## src/rtl/lc3_mmio.sv

```systemverilog
// lc3_mmio: LC-3 memory-mapped I/O block (keyboard, display, machine control) in front of RAM.
// Optional macro LC3_MMIO_KBD_FIFO_EN selects a 4-entry keyboard FIFO instead of a single register.
`default_nettype none

module lc3_mmio (
    input  logic        clk,
    input  logic        reset,
    input  logic [15:0] MAROut,
    input  logic [15:0] MDROut,
    input  logic        memWE,
    input  logic        ldMDR,
    input  logic [15:0] memIn,
    output logic [15:0] MDRIn,
    output logic        ramWE,
    input  logic [7:0]  kbdData,
    input  logic        kbdValid,
    output logic        kbdReady,
    output logic [7:0]  dispData,
    output logic        dispValid,
    input  logic        dispReady,
    output logic        mcrRun,
    output logic        intReq
);

    localparam logic [15:0] ADDR_KBSR = 16'hFE00;
    localparam logic [15:0] ADDR_KBDR = 16'hFE02;
    localparam logic [15:0] ADDR_DSR  = 16'hFE04;
    localparam logic [15:0] ADDR_DDR  = 16'hFE06;
    localparam logic [15:0] ADDR_MCR  = 16'hFFFE;

    logic is_kbsr, is_kbdr, is_dsr, is_ddr, is_mcr, is_device;
    logic kbd_avail, kbd_full, kbd_push, kbd_pop;
    logic [7:0] kbd_head, kbd_last;
    logic kbd_ie, dsp_ie, ovr, dsp_rdy;
    logic unused_mdr_bits;

    assign is_kbsr   = (MAROut == ADDR_KBSR);
    assign is_kbdr   = (MAROut == ADDR_KBDR);
    assign is_dsr    = (MAROut == ADDR_DSR);
    assign is_ddr    = (MAROut == ADDR_DDR);
    assign is_mcr    = (MAROut == ADDR_MCR);
    assign is_device = is_kbsr | is_kbdr | is_dsr | is_ddr | is_mcr;

    assign ramWE    = memWE & ~is_device;
    assign kbdReady = ~kbd_full;
    assign kbd_push = kbdValid & ~kbd_full;
    // A simultaneous store wins over the load, so a store to KBDR never pops.
    assign kbd_pop  = ldMDR & ~memWE & is_kbdr & kbd_avail;
    assign dsp_rdy  = ~dispValid;
    assign intReq   = (kbd_avail & kbd_ie) | (dsp_rdy & dsp_ie);
    assign unused_mdr_bits = ^MDROut[13:8];

`ifdef LC3_MMIO_KBD_FIFO_EN
    logic [7:0] fifo_mem [4];
    logic [1:0] rd_ptr, wr_ptr;
    logic [2:0] count;

    always_ff @(posedge clk or negedge reset) begin
        if (!reset) begin
            rd_ptr <= 2'd0;
            wr_ptr <= 2'd0;
            count  <= 3'd0;
        end else begin
            if (kbd_push) wr_ptr <= wr_ptr + 2'd1;
            if (kbd_pop)  rd_ptr <= rd_ptr + 2'd1;
            case ({kbd_push, kbd_pop})
                2'b10:   count <= count + 3'd1;
                2'b01:   count <= count - 3'd1;
                default: count <= count;
            endcase
        end
    end

    // Storage needs no reset: the head is only observed while count is non-zero.
    always_ff @(posedge clk) begin
        if (kbd_push) fifo_mem[wr_ptr] <= kbdData;
    end

    assign kbd_avail = (count != 3'd0);
    assign kbd_full  = count[2];
    assign kbd_head  = fifo_mem[rd_ptr];
`else
    logic [7:0] kbd_reg;
    logic       kbd_valid;

    // Push needs an empty register and pop needs a full one, so they never coincide.
    always_ff @(posedge clk or negedge reset) begin
        if (!reset) begin
            kbd_reg   <= 8'h00;
            kbd_valid <= 1'b0;
        end else if (kbd_push) begin
            kbd_reg   <= kbdData;
            kbd_valid <= 1'b1;
        end else if (kbd_pop) begin
            kbd_valid <= 1'b0;
        end
    end

    assign kbd_avail = kbd_valid;
    assign kbd_full  = kbd_valid;
    assign kbd_head  = kbd_reg;
`endif

    always_ff @(posedge clk or negedge reset) begin
        if (!reset) begin
            kbd_last <= 8'h00;
            kbd_ie   <= 1'b0;
        end else begin
            if (kbd_pop) kbd_last <= kbd_head;
            if (memWE && is_kbsr) kbd_ie <= MDROut[14];
        end
    end

    always_ff @(posedge clk or negedge reset) begin
        if (!reset) begin
            dispValid <= 1'b0;
            dispData  <= 8'h00;
            dsp_ie    <= 1'b0;
            ovr       <= 1'b0;
            mcrRun    <= 1'b1;
        end else begin
            if (dispValid && dispReady) dispValid <= 1'b0;
            if (memWE && is_ddr) begin
                if (!dispValid) begin
                    dispValid <= 1'b1;
                    dispData  <= MDROut[7:0];
                end else begin
                    ovr <= 1'b1;
                end
            end
            if (memWE && is_dsr) begin
                dsp_ie <= MDROut[14];
                ovr    <= 1'b0;
            end
            if (memWE && is_mcr) mcrRun <= MDROut[15];
        end
    end

    always_comb begin
        MDRIn = memIn;
        if (is_kbsr)      MDRIn = {kbd_avail, kbd_ie, 14'b0};
        else if (is_kbdr) MDRIn = {8'h00, (kbd_avail ? kbd_head : kbd_last)};
        else if (is_dsr)  MDRIn = {dsp_rdy, dsp_ie, 12'b0, ovr, 1'b0};
        else if (is_ddr)  MDRIn = {8'h00, dispData};
        else if (is_mcr)  MDRIn = {mcrRun, 15'b0};
    end

endmodule

`default_nettype wire

```

## config.mk

```make
export PLATFORM = sky130hd
export DESIGN_NAME = lc3_mmio
export DESIGN_NICKNAME = d
export VERILOG_FILES = /design/src/rtl/lc3_mmio.sv
export SDC_FILE = /design/constraint.sdc
export NUM_CORES = 1
export LEC_CHECK = 0
export CELL_PAD_IN_SITES_DETAIL_PLACEMENT = 1
export CELL_PAD_IN_SITES_GLOBAL_PLACEMENT = 1
export CORE_MARGIN = 2
export CORE_UTILIZATION = 28
export CTS_BUF_LIST = sky130_fd_sc_hd__clkbuf_16
export DETAILED_ROUTE_END_ITERATION = 8
export GPL_TIMING_DRIVEN = 0
export PLACE_DENSITY_LB_ADDON = 0.1
export SETUP_SLACK_MARGIN = 0.05
export SLEW_MARGIN = 20
export SYNTH_ARGS = -nofsm -noshare
export SYNTH_HDL_FRONTEND = slang
export SYNTH_SLANG_ARGS = --single-unit
```

## constraint.sdc

```tcl
create_clock -name clk -period 2.9 [get_ports clk]
set_clock_uncertainty 0.05 [all_clocks]
set_input_delay 0.58 -clock clk [delete_from_list [all_inputs] [get_ports clk]]
set_output_delay 0.58 -clock clk [all_outputs]
set_load 0.005 [all_outputs]
```

==> impl_metrics.json <==
{
  "max_freq_mhz": 366,
  "r2r_setup_slack_ns": 1.26,
  "synth_compound_area_share_pct": 9.90,
  "die_h_um": 80.9,
  "antenna_found_initial": 0,
  "yosysMostFrequentCell": "dfrtp_1",
  "wl_met3_um": 388,
  "wl_per_cell_um": 16.7,
  "synth_cell_types": 35,
  "syn_nets": 204,
  "period_needed_ns": 2.73,
  "grt_usage_pct": 18.0,
  "yosysWarnings": 0,
  "drt_iter0_drc": 29,
  "avgSynthCellArea_um2": 11.7,
  "ant_nets": 0,
  "totalWireLength_um": 5620,
  "grt_max_degree": 31,
  "rsz0062_at_grt": "false",
  "numClockSinks": 30,
  "syn2layout_area_growth_pct": 84.3,
  "grt_pass1_vias": 1723,
  "core_um2": 5820,
  "ys_seq_area_share_pct": 45.4,
  "dr_wl_met2_um": 2850,
  "vias": 1618,
  "synth.ff_latch_count": 30,
  "arrival_ns": 2.10,
  "synthArstFlopShare_pct": 100,
  "drv_cap": 0,
  "topRoutingLayerUsed": "met4",
  "crit_path_start_kind": "input pin",
  "reg2reg_from": "kbd_avail$_DFFE_PN0P_",
  "wl_met1_um": 2330,
  "powerDensity_nw_per_um2": 365,
  "synthMuxAreaShare_pct": 24.5,
  "synth_common_cells": "29 x dfrtp_1, 28 x mux2_2, 9 x mux2i_1, 9 x nor2_1",
  "cpMaxStageDelayCell": "nor4_4",
  "path_class": "input pin to output pin",
  "cts_root_buf": "clkbuf_16",
  "h-tree-depth": 2,
  "synth_xor_area_share_pct": 0,
  "cts_hold_buffers": 0,
  "cp_num_buf_inv": 5,
  "dpl.hpwl_um": 3900,
  "timing.rr.end": "kbd_last[2]$_DFFE_PN0P_",
  "r2r_cells": 3,
  "maxSlewHeadroom_pct": 54.4,
  "synth_fa_ha_area_share_pct": 0,
  "final-seq-area_um2": 752,
  "syn-instance-count": 142,
  "place_congestion": 0.774,
  "cellLeakagePower_nw": 1.45,
  "die_w_um": 80.9,
  "finalNetCount": 322,
  "avgViaCountPerCell": 4.82,
  "clkSlewWorstSetupHoldPaths_ns": 0.05,
  "ir_drop_mv": 0.314,
  "antenna_cells": 0,
  "p_total_mw": 1.11,
  "dieArea_um2": 6540,
  "layoutNonFillerInstCount": 336,
  "yosys.area_share.simple_pct": 17.1,
  "outcome": "finished, final reports clean",
  "multi_input_area_um2": 978,
  "cp_cell_sequence": "clkdlybuf4s15_1 > nor4_4 > buf_4 > nand3b_4 > buf_6 > buf_12 > nor3_2 > a221o_1 > clkdlybuf4s15_2",
  "synth_edf_count": 0,
  "finalCritPeriodShare_pct": 94.2,
  "yosysTopAreaCell": "dfrtp_1",
  "synth_top_family_by_area": "multiplexers",
  "dpl.cell_count": 301,
  "drv_slew": 0,
  "start_util_pct": 28.5,
  "cts_buffers": 5,
  "grt_pass1_wl_um": 8830,
  "finalSetupViolations": 0,
  "num_rows": 28,
  "port-buffer-count": 84,
  "dr.pass1.iters": 4,
  "cp_top_family": "buffers and inverters",
  "fillers": 628,
  "worst_slew_pin_slew_ns": 0.684,
  "critical_path.max_fanout": 3,
  "synth_top_area_share_pct": 43.8,
  "drive_above_1_share_pct": 39.5,
  "hold_class": "input pin to async pin",
  "finalHoldViolations": 0,
  "synthFlopType": "dfrtp_1",
  "grt_overflow": 0,
  "insertion_delay_ns": 0.28,
  "critPathMaxStageDelay_ns": 0.25,
  "drc": 0,
  "yosys-top-cells-area": "dfrtp_1 44%, mux2_2 19%, mux2i_1 5.4%",
  "cts_tree": "built",
  "netlist_area_um2": 1660,
  "required_ns": 2.27,
  "num_io_pins": 91,
  "clk_path_buf_depth": 2,
  "endpoint_kind": "output pin"
}
==> flip-flops by register name (all words and copies together) (netlist names) <==
name	flops
dispData	8
dispValid	1
dsp_ie	1
kbd_avail	1
kbd_head	8
kbd_ie	1
kbd_last	8
mcrRun	1
ovr	1
==> area by class of cell <==
type,instances,share of cell area [%]
Tap cell,75,3.08
Buffer,7,1.97
Clock buffer,5,4.10
Sequential cell,30,24.7
Inverter,4,0.492
Timing Repair Buffer,111,32.9
Multi-Input combinational cell,101,32.1
Clock inverter,3,0.697
==> layout by cell type (no fill, tap or decap), types with 2 or more instances in the layout <==
cell type	instances
inv_1	4
a21o_1	2
nor3_4	3
a221o_1	7
nor3_2	5
clkbuf_8	2
clkdlybuf4s15_1	3
buf_2	8
mux2_2	28
nor2_2	2
and4bb_2	2
clkbuf_16	5
dfrtp_1	29
nor2_1	6
nand2_1	4
buf_6	8
buf_4	19
nand4_1	2
mux2i_1	9
and2_1	8
o21bai_1	2
nor4_4	3
clkbuf_2	6
dlygate4sd2_1	17
clkdlybuf4s50_1	50
==> cells by family after synthesis <==
logic type	Yosys count
DFF	30
buffers and inverters	11
muxes	37
AOI/OAI and AO/OA	20
and+or+nand+nor	44
==> how the worst max path moves through the flow <==
stage               from       end  depth (start not counted)
3_3_place_gp   MAROut[5]  MDRIn[2]                          6
6_report       MAROut[7]  MDRIn[4]                          9
2_1_floorplan  MAROut[5]  MDRIn[0]                          4
3_5_place_dp   MAROut[5]  MDRIn[4]                          6
5_1_grt        MAROut[7]  MDRIn[4]                          9
4_1_cts        MAROut[3]  MDRIn[7]                         10
==> where the power goes <==
group | total [mW] | internal, mW | leakage [nW] | switching [mW]
logic | 0.163 | 0.100 | 0.982 | 0.0624
clock network | 0.508 | 0.317 | 0.0698 | 0.191
registers | 0.443 | 0.432 | 0.398 | 0.0102
total | 1.11 | 0.850 | 1.45 | 0.264
==> what timing repair did <==
item	CTS	global route
resized for setup	91	15
gates cloned	1	0
pin swaps	10	5
endpoints found under the setup margin	17	22
buffers inserted	23	3
==> layer usage <==
layer / global-route usage, % / up-vias
met4: 5.59 / 0
met1: 21.6 / 794
met2: 31.7 / 55
met5: 0 / -
li1: - / 765
met3: 4.33 / 4
==> metrics by stage <==
step	setup WS (ns)	utilization (%)	hold slack [ns]	area, µm²	setup TNS [ns]
6_report	0.168	52.5	0.292	3050	0
5_1_grt	0.0494	52.5	0.353	3050	0
4_1_cts	-0.00683	52.1	0.318	3030	-0.00683
3_5_place_dp	-1.03	44.4	0.446	2580	-15.46
3_3_place_gp	-0.911	44.5	0.437	2590	-13.41
2_1_floorplan	0.445	-	0.234	1660	0
Note: power is estimated with default switching activity, not from simulation.
